**src/rtl/ad9637_spi_pkg.sv**
```systemverilog
// Shared definitions for the AD9637 control-port responder: FSM states,
// instruction word field positions and byte-count encodings.
package ad9637_spi_pkg;

  typedef enum logic [2:0] {
    ST_IDLE,
    ST_INSTR,
    ST_WDATA,
    ST_RDATA,
    ST_DONE
  } state_t;

  localparam int RW_BIT   = 15;
  localparam int W_MSB    = 14;
  localparam int W_LSB    = 13;
  localparam int ADDR_MSB = 12;
  localparam int SPI_AW   = ADDR_MSB + 1;

  localparam logic [1:0] W_ONE    = 2'b00;
  localparam logic [1:0] W_TWO    = 2'b01;
  localparam logic [1:0] W_THREE  = 2'b10;
  localparam logic [1:0] W_STREAM = 2'b11;

endpackage

```
**src/rtl/ad9637_spi_responder_sync.sv**
```systemverilog
// Oversampling synchronizer for the SPI pins, with edge pulses for sclk and cs
// taken from the last sync stage against one extra history flop.
module spi_pin_sync #(
  parameter int SYNC_STAGES = 2
) (
  input  logic clk,
  input  logic rst,
  input  logic i_cs,
  input  logic i_sclk,
  input  logic i_sdio,
  output logic o_sdio,
  output logic o_sclk_rise,
  output logic o_sclk_fall,
  output logic o_cs_rise,
  output logic o_cs_fall
);

  // Each stage packs {cs, sclk, sdio}; idle bus is cs=1, sclk=1.
  logic [2:0] r_stage [SYNC_STAGES];
  logic [1:0] r_prev;
  logic       w_cs_s;
  logic       w_sclk_s;

  always_ff @(posedge clk) begin
    if (rst) begin
      for (int i = 0; i < SYNC_STAGES; i++) r_stage[i] <= 3'b110;
      r_prev <= 2'b11;
    end else begin
      r_stage[0] <= {i_cs, i_sclk, i_sdio};
      for (int i = 1; i < SYNC_STAGES; i++) r_stage[i] <= r_stage[i-1];
      r_prev <= {w_cs_s, w_sclk_s};
    end
  end

  assign w_cs_s      = r_stage[SYNC_STAGES-1][2];
  assign w_sclk_s    = r_stage[SYNC_STAGES-1][1];
  assign o_sdio      = r_stage[SYNC_STAGES-1][0];
  assign o_sclk_rise = w_sclk_s & ~r_prev[0];
  assign o_sclk_fall = ~w_sclk_s & r_prev[0];
  assign o_cs_rise   = w_cs_s & ~r_prev[1];
  assign o_cs_fall   = ~w_cs_s & r_prev[1];

endmodule

```
**src/rtl/ad9637_spi_responder.sv**
```systemverilog
// AD9637-style 3-wire SPI slave backed by a local byte register file, used to
// loop back the AD9637 SPI master on hardware and in simulation.
module ad9637_spi_responder
  import ad9637_spi_pkg::*;
#(
  parameter int ADDR_W      = 8,
  parameter int SYNC_STAGES = 2
) (
  input  logic              clk,
  input  logic              rst,
  input  logic              spi_cs,
  input  logic              spi_sclk,
  input  logic              sdio_in,
  output logic              sdio_out,
  output logic              sdio_oe,
  output logic              wr_valid,
  output logic [SPI_AW-1:0] wr_addr,
  output logic [7:0]        wr_data,
  output logic              busy,
  output logic              frame_err
);

  localparam int DEPTH = 2**ADDR_W;

  logic w_sdio, w_sclk_rise, w_sclk_fall, w_cs_rise, w_cs_fall;

  spi_pin_sync #(.SYNC_STAGES(SYNC_STAGES)) u_sync (
    .clk        (clk),
    .rst        (rst),
    .i_cs       (spi_cs),
    .i_sclk     (spi_sclk),
    .i_sdio     (sdio_in),
    .o_sdio     (w_sdio),
    .o_sclk_rise(w_sclk_rise),
    .o_sclk_fall(w_sclk_fall),
    .o_cs_rise  (w_cs_rise),
    .o_cs_fall  (w_cs_fall)
  );

  state_t            r_state;
  logic [3:0]        r_bitcnt;
  logic [14:0]       r_instr;
  logic [7:0]        r_byte;
  logic [SPI_AW-1:0] r_addr;
  logic [1:0]        r_left;
  logic              r_stream;
  logic              r_got_byte;
  logic              r_sdio_out, r_sdio_oe, r_wr_valid, r_busy, r_frame_err;
  logic [SPI_AW-1:0] r_wr_addr;
  logic [7:0]        r_wr_data;
  logic [7:0]        r_mem [DEPTH];

  function automatic logic in_range(input logic [SPI_AW-1:0] a);
    return (a >> ADDR_W) == '0;
  endfunction

  logic [15:0]       w_instr;
  logic [7:0]        w_wbyte;
  logic              w_commit, w_we, w_count_done;
  logic [SPI_AW-1:0] w_addr_dec, w_rd_addr;
  logic [7:0]        w_rd_data;

  assign w_instr      = {r_instr, w_sdio};
  assign w_wbyte      = {r_byte[6:0], w_sdio};
  assign w_commit     = (r_state == ST_WDATA) && w_sclk_rise && (r_bitcnt == 4'd0);
  assign w_we         = w_commit && in_range(r_addr);
  assign w_count_done = !r_stream && (r_left == 2'd0);
  assign w_addr_dec   = r_addr - 1'b1;
  // The single read port serves the first byte (address straight from the
  // instruction) and every following byte (next decremented address).
  assign w_rd_addr    = (r_state == ST_INSTR) ? w_instr[ADDR_MSB:0] : w_addr_dec;
  assign w_rd_data    = in_range(w_rd_addr) ? r_mem[w_rd_addr[ADDR_W-1:0]] : 8'h00;

  always_ff @(posedge clk) begin
    if (rst) begin
      for (int i = 0; i < DEPTH; i++) r_mem[i] <= 8'h00;
    end else if (w_we) begin
      r_mem[r_addr[ADDR_W-1:0]] <= w_wbyte;
    end
  end

  always_ff @(posedge clk) begin
    if (rst) begin
      r_state     <= ST_IDLE;
      r_bitcnt    <= 4'd0;
      r_instr     <= '0;
      r_byte      <= 8'h00;
      r_addr      <= '0;
      r_left      <= 2'd0;
      r_stream    <= 1'b0;
      r_got_byte  <= 1'b0;
      r_sdio_out  <= 1'b1;
      r_sdio_oe   <= 1'b0;
      r_wr_valid  <= 1'b0;
      r_wr_addr   <= '0;
      r_wr_data   <= 8'h00;
      r_busy      <= 1'b0;
      r_frame_err <= 1'b0;
    end else begin
      r_wr_valid  <= 1'b0;
      r_frame_err <= 1'b0;
      if (w_commit) begin
        r_wr_valid <= 1'b1;
        r_wr_addr  <= r_addr;
        r_wr_data  <= w_wbyte;
      end

      case (r_state)
        ST_IDLE: begin
          r_sdio_oe <= 1'b0;
          r_busy    <= 1'b0;
          if (w_cs_fall) begin
            r_state    <= ST_INSTR;
            r_bitcnt   <= 4'd15;
            r_got_byte <= 1'b0;
            r_busy     <= 1'b1;
          end
        end

        ST_INSTR: begin
          if (w_sclk_rise) begin
            r_instr <= w_instr[14:0];
            if (r_bitcnt == 4'd0) begin
              r_addr   <= w_instr[ADDR_MSB:0];
              r_left   <= w_instr[W_MSB:W_LSB];
              r_stream <= (w_instr[W_MSB:W_LSB] == W_STREAM);
              r_bitcnt <= 4'd7;
              if (w_instr[RW_BIT]) begin
                r_state <= ST_RDATA;
                r_byte  <= w_rd_data;
              end else begin
                r_state <= ST_WDATA;
              end
            end else begin
              r_bitcnt <= r_bitcnt - 4'd1;
            end
          end
        end

        ST_WDATA: begin
          if (w_sclk_rise) begin
            r_byte   <= w_wbyte;
            r_bitcnt <= r_bitcnt - 4'd1;
            if (r_bitcnt == 4'd0) begin
              r_addr     <= w_addr_dec;
              r_got_byte <= 1'b1;
              r_left     <= r_left - 2'd1;
              r_bitcnt   <= 4'd7;
              if (w_count_done) r_state <= ST_DONE;
            end
          end
        end

        ST_RDATA: begin
          if (w_sclk_fall) begin
            r_sdio_oe  <= 1'b1;
            r_sdio_out <= r_byte[r_bitcnt[2:0]];
          end
          if (w_sclk_rise) begin
            r_bitcnt <= r_bitcnt - 4'd1;
            if (r_bitcnt == 4'd0) begin
              r_addr     <= w_addr_dec;
              r_got_byte <= 1'b1;
              r_bitcnt   <= 4'd7;
              if (w_count_done) begin
                r_state   <= ST_DONE;
                r_sdio_oe <= 1'b0;
              end else begin
                r_byte <= w_rd_data;
                r_left <= r_left - 2'd1;
              end
            end
          end
        end

        ST_DONE: begin
          r_sdio_oe <= 1'b0;
          if (w_cs_rise) begin
            r_state <= ST_IDLE;
            r_busy  <= 1'b0;
          end
        end

        default: r_state <= ST_IDLE;
      endcase

      // Early CS release; a byte completing on this same cycle still counts.
      if (w_cs_rise && (r_state == ST_INSTR || r_state == ST_WDATA || r_state == ST_RDATA)) begin
        r_state     <= ST_IDLE;
        r_sdio_oe   <= 1'b0;
        r_busy      <= 1'b0;
        r_frame_err <= !(r_got_byte || w_commit);
      end
    end
  end

  assign sdio_out  = r_sdio_out;
  assign sdio_oe   = r_sdio_oe;
  assign wr_valid  = r_wr_valid;
  assign wr_addr   = r_wr_addr;
  assign wr_data   = r_wr_data;
  assign busy      = r_busy;
  assign frame_err = r_frame_err;

endmodule

```
**config.mk**
```make
export PLATFORM = sky130hd
export DESIGN_NAME = ad9637_spi_responder
export DESIGN_NICKNAME = d
export VERILOG_FILES = /design/src/rtl/ad9637_spi_pkg.sv /design/src/rtl/ad9637_spi_responder_sync.sv /design/src/rtl/ad9637_spi_responder.sv
export SDC_FILE = /design/constraint.sdc
export NUM_CORES = 2
export LEC_CHECK = 0
export ABC_AREA = 1
export BUFFER_PORTS_ARGS = -buffer_cell sky130_fd_sc_hd__buf_4
export CAP_MARGIN = 20
export CORE_MARGIN = 2
export CORE_UTILIZATION = 60
export DETAILED_ROUTE_END_ITERATION = 10
export HOLD_SLACK_MARGIN = 0.05
export PLACE_DENSITY = 0.76
export SLEW_MARGIN = 20
export SYNTH_ARGS = -nofsm -noshare
export SYNTH_HDL_FRONTEND = slang
export SYNTH_SLANG_ARGS = --single-unit
```
**constraint.sdc**
```tcl
create_clock -name clk -period 5.3 [get_ports clk]
set_clock_uncertainty 0.05 [all_clocks]
set_input_delay 0.53 -clock clk [delete_from_list [all_inputs] [get_ports clk]]
set_output_delay 0.53 -clock clk [all_outputs]
set_load 0.01 [all_outputs]
```
==> run_summary.xml <==
<?xml version="1.0" encoding="UTF-8"?>
<metrics>
  <group name="power">
    <metric name="internal_power" unit="mW">31.56</metric>
    <metric name="switching_share" unit="%">40.38</metric>
    <metric name="power.ir.vdd_worst" unit="µV">545.2</metric>
    <metric name="share_comb_of_total_power" unit="%">36.8</metric>
    <metric name="clock_power_share" unit="%">26.8</metric>
    <metric name="seq_power_share" unit="%">36.4</metric>
    <metric name="power.leakage" unit="nW">37.17</metric>
    <metric name="power_density" unit="nW/µm²">506.2</metric>
    <metric name="total_switching_power" unit="mW">21.38</metric>
  </group>
  <group name="job">
    <metric name="maxCapViolCount" unit="">0</metric>
  </group>
  <group name="cells_and_area">
    <metric name="final_nets" unit="">9643</metric>
    <metric name="antenna_cells" unit="">0</metric>
    <metric name="syn2layout_area_growth" unit="%">8.430</metric>
    <metric name="fill_cell_count" unit="">12275</metric>
    <metric name="drive_above_1_share" unit="%">6.469</metric>
    <metric name="register_area" unit="µm²">63120</metric>
    <metric name="multiInputGateArea" unit="µm²">30000</metric>
    <metric name="fin_util" unit="%">65.29</metric>
  </group>
  <group name="timing">
    <metric name="max_freq" unit="GHz">0.2239</metric>
    <metric name="final.period_utilization" unit="%">84.27</metric>
    <metric name="worstMarginPinSlew" unit="ns">1.196</metric>
    <metric name="postLayoutSetupSlackWorst" unit="ns">0.8336</metric>
    <metric name="hold_ws" unit="ns">0.3505</metric>
    <metric name="setup_viol" unit="">0</metric>
    <metric name="finalSetupTns" unit="ns">0</metric>
    <metric name="drv_slew" unit="">0</metric>
    <metric name="layout_min_cycle_time" unit="ns">4.466</metric>
    <metric name="rsz0062_at_grt" unit="">false</metric>
    <metric name="hold_viol_final" unit="">0</metric>
    <metric name="max-slew-margin-rel" unit="%">19.96</metric>
  </group>
  <group name="clock_tree">
    <metric name="cts-buffers-inserted" unit="">203</metric>
    <metric name="clk-insertion-delay-late" unit="ns">0.87</metric>
    <metric name="cts_tree" unit="">yes</metric>
    <metric name="postCtsSetupRepairBufs" unit="">0</metric>
    <metric name="h-tree-depth" unit="">4</metric>
    <metric name="cts-hold-fix-buffers" unit="">5</metric>
    <metric name="clkSinkCount" unit="">2129</metric>
    <metric name="cts_root_buffer_type" unit="">sky130_fd_sc_hd__clkbuf_16</metric>
    <metric name="buffers_from_clock_root_to_sink_at_most" unit="">3</metric>
    <metric name="path_clk_slew" unit="ns">0.06</metric>
    <metric name="postCtsResizedCells" unit="">0</metric>
  </group>
  <group name="routing">
    <metric name="routed-via-count" unit="">74705</metric>
    <metric name="wire_per_inst" unit="µm">23.25</metric>
    <metric name="antenna_violating_nets_post_route" unit="">0</metric>
    <metric name="drt_pre_antenna_iters" unit="">7</metric>
    <metric name="totalWireLength" unit="µm">278100</metric>
    <metric name="post-route-drc-count" unit="">0</metric>
    <metric name="detailedRoute.firstIterationViolations" unit="">12309</metric>
    <metric name="vias_per_cell" unit="">6.246</metric>
  </group>
  <group name="yosys">
    <metric name="netlist.area_leader.share" unit="%">63.75</metric>
    <metric name="synth_top_cells_by_count" unit="">sky130_fd_sc_hd__nand2_1, sky130_fd_sc_hd__nand3_1, sky130_fd_sc_hd__nor2_1</metric>
    <metric name="synth-seq-cells" unit="">2129</metric>
    <metric name="synth.area.top_cells" unit="">sky130_fd_sc_hd__edfxtp_1, sky130_fd_sc_hd__nand3_1, sky130_fd_sc_hd__nand2_1, sky130_fd_sc_hd__nor2_1, sky130_fd_sc_hd__dfxtp_1</metric>
    <metric name="synthArstFlopShare" unit="%">0</metric>
    <metric name="synth.lib_cells_used.distinct" unit="">39</metric>
    <metric name="synthesis.area_per_instance" unit="µm²">9.672</metric>
    <metric name="syn-cell-area" unit="µm²">96470</metric>
    <metric name="postSynthNetCount" unit="">9985</metric>
    <metric name="synth_sequential_area_ratio" unit="%">65.43</metric>
    <metric name="synthesis.instances" unit="">9974</metric>
    <metric name="synth_largest_area_cell" unit="">sky130_fd_sc_hd__edfxtp_1</metric>
    <metric name="synth.most_common_cell" unit="">sky130_fd_sc_hd__nand2_1</metric>
    <metric name="ys_dominant_reg_cell" unit="">sky130_fd_sc_hd__edfxtp_1</metric>
    <metric name="synth_enable_flop_cells" unit="">2048</metric>
    <metric name="synth-warning-count" unit="">0</metric>
  </group>
  <group name="status">
    <metric name="run_status" unit="">finished, final reports clean</metric>
  </group>
  <group name="die">
    <metric name="top_level_ports" unit="">31</metric>
    <metric name="rows" unit="">147</metric>
    <metric name="die_height" unit="µm">405.0</metric>
    <metric name="start_util" unit="%">60.22</metric>
    <metric name="dieWidth" unit="µm">405.0</metric>
    <metric name="design.die.area" unit="µm²">164000</metric>
    <metric name="core_area" unit="µm²">160200</metric>
  </group>
  <group name="setup_path">
    <metric name="type_of_element_capturing_the_critical_path" unit="">register</metric>
    <metric name="critPathMostFrequentCell" unit="">sky130_fd_sc_hd__nand3_1</metric>
    <metric name="path_max_fanout" unit="">65</metric>
    <metric name="worst_r2r_path_depth" unit="">13</metric>
    <metric name="crit_path_cell_trace" unit="">nand4_1 &gt; nand2_8 &gt; buf_4 &gt; nand2_1 &gt; nand3_1 &gt; nand3_1 &gt; nand3_1 &gt; nand3_1 &gt; nand3_1 &gt; nand3_1 &gt; nand3_1 &gt; nand3_1 &gt; a21oi_1</metric>
    <metric name="cpMaxStageDelayCell" unit="">sky130_fd_sc_hd__dfxtp_1</metric>
    <metric name="worst-endpoint-arrival" unit="ns">5.19</metric>
    <metric name="critPathKind" unit="">reg2reg</metric>
    <metric name="required_arrival_time_at_the_worst_endpoint" unit="ns">6.03</metric>
    <metric name="cp_slowest_stage_delay" unit="ns">0.81</metric>
    <metric name="cp-start-kind" unit="">register</metric>
  </group>
  <group name="global_route">
    <metric name="antenna_found_initial" unit="">6</metric>
    <metric name="grt_pass1_vias" unit="">70480</metric>
    <metric name="globalRoute.totalOverflow" unit="">0</metric>
    <metric name="global_route.usage.total" unit="%">33.60</metric>
    <metric name="grt_pass1_wl" unit="µm">416000</metric>
    <metric name="grt_max_degree" unit="">183</metric>
  </group>
  <group name="place">
    <metric name="placer_congestion" unit="">0.9317</metric>
    <metric name="preCtsSetupSlack" unit="ns">1.022</metric>
    <metric name="dp.final_hpwl" unit="µm">165200</metric>
    <metric name="port_buffers" unit="">30</metric>
  </group>
  <group name="hold_path">
    <metric name="hold_class" unit="">in2reg</metric>
    <metric name="timing.hold.worst_path_depth" unit="">3</metric>
  </group>
</metrics>
path summary, 6_finish.rpt:
| kind | startpoint | to | slack, ns |
|---|---|---|---|
| min | spi_cs | u_sync.r_stage[0][2] | 0.35 |
| max | u_sync.r_stage[0][3] | r_byte[1] | 0.83 |
| max reg2reg | u_sync.r_stage[0][3] | r_byte[1] | 0.83 |
| min reg2reg | u_sync.r_stage[0][0] | u_sync.r_stage[0][3] | 0.36 |
cells in the final DEF (no fill, tap or decap), types with 6 or more instances in the layout:
cell type                   Yosys  routed
sky130_fd_sc_hd__a211oi_1       6       6
sky130_fd_sc_hd__a21oi_1       48      48
sky130_fd_sc_hd__a221oi_1       6       6
sky130_fd_sc_hd__a31oi_1        6       6
sky130_fd_sc_hd__buf_12         0      39
sky130_fd_sc_hd__buf_4          7     159
sky130_fd_sc_hd__bufinv_16      0      12
sky130_fd_sc_hd__clkbuf_1     384      57
sky130_fd_sc_hd__clkbuf_16      0     209
sky130_fd_sc_hd__clkinv_1      13      45
sky130_fd_sc_hd__clkinv_2       0      37
sky130_fd_sc_hd__dfxtp_1       81      81
sky130_fd_sc_hd__edfxtp_1    2048    2048
sky130_fd_sc_hd__ha_1           6       6
sky130_fd_sc_hd__inv_1         52      49
sky130_fd_sc_hd__inv_2         10      10
sky130_fd_sc_hd__inv_8          0      10
sky130_fd_sc_hd__nand2_1     2474    2472
sky130_fd_sc_hd__nand2_2       78      77
sky130_fd_sc_hd__nand3_1     2134    2134
sky130_fd_sc_hd__nor2_1      2120    2108
sky130_fd_sc_hd__nor2_2         4       8
sky130_fd_sc_hd__nor2_4         2      10
sky130_fd_sc_hd__nor3_1         8       7
sky130_fd_sc_hd__nor3_2        19      20
sky130_fd_sc_hd__o21ai_0       66      65
sky130_fd_sc_hd__o21ai_4        0       6
sky130_fd_sc_hd__or2_2          7       7
sky130_fd_sc_hd__xor2_1         8       8
per-layer routing:
metal / vias to the layer above / share of wire, % / global-route usage, %
met5: - / 0.044 / 0.2974
li1: 33240 / - / -
met2: 5309 / 46 / 52.11
met3: 806 / 14 / 7.808
met4: 10 / 4.8 / 15.24
met1: 35340 / 36 / 45.39
flip-flops by register name (all words and copies together), names as in the netlist, 2 cells and up:
| signal | flops |
|---|---|
| r_mem | 2048 |
| r_instr | 15 |
| r_addr | 13 |
| wr_addr | 13 |
| r_byte | 8 |
| wr_data | 8 |
| u_sync.r_stage | 6 |
| r_bitcnt | 4 |
| r_state | 3 |
| r_left | 2 |
| u_sync.r_prev | 2 |
power by group through the flow:
| stage | sequential, mW | combinational (mW) | clock, mW |
|---|---|---|---|
| floorplan | 19.5 | 12.0 | 0 |
| global placement | 19.6 | 18.5 | 0 |
| detailed placement | 19.6 | 18.7 | 0 |
| CTS | 19.2 | 18.8 | 14.2 |
| global route | 19.3 | 20.5 | 14.8 |
| finish | 19.3 | 19.5 | 14.2 |
final cells by class:
class | instances | share of cell area, %
clock buffers | 270 | 5.257
clock inverters | 103 | 0.8601
inverters | 75 | 0.3433
multi-input cells | 7020 | 28.68
flip-flops and latches | 2129 | 60.34
well taps | 2160 | 2.584
repair buffers | 203 | 1.935
logic make-up (layout without fill, tap and decap cells):
logic type / count (synthesis) / after routing / synth area share (%)
flip-flops: 2129 / 2129 / 65.43
AO/OA/AOI/OAI: 147 / 147 / 0.8444
XOR/XNOR: 8 / 8 / 0.07264
buffers and inverters: 825 / 651 / 3.652
adder cells (fa/ha/maj): 6 / 6 / 0.07782
AND/OR/NAND/NOR: 6859 / 6859 / 29.92
worst max-delay path, delay by kind of cell, from the launching register on:
family / cells / cell delay (ns)
AND/OR/NAND/NOR: 11 / 2.66
flip-flops: 1 / 0.81
AO/OA/AOI/OAI: 1 / 0.14
buffers and inverters: 1 / 0.65
through the flow:
| step | std cells | area [µm²] | power (mW) |
|---|---|---|---|
| 6_report | 11960 | 104600 | 52.94 |
| 3_3_place_gp | 11581 | 98140 | 38.04 |
| 2_1_floorplan | 9974 | 96470 | 31.53 |
| 3_5_place_dp | 11582 | 98150 | 38.28 |
| 5_1_grt | 11960 | 104600 | 54.58 |
| 4_1_cts | 11960 | 104600 | 52.18 |
(Power assumes the default switching activity.)
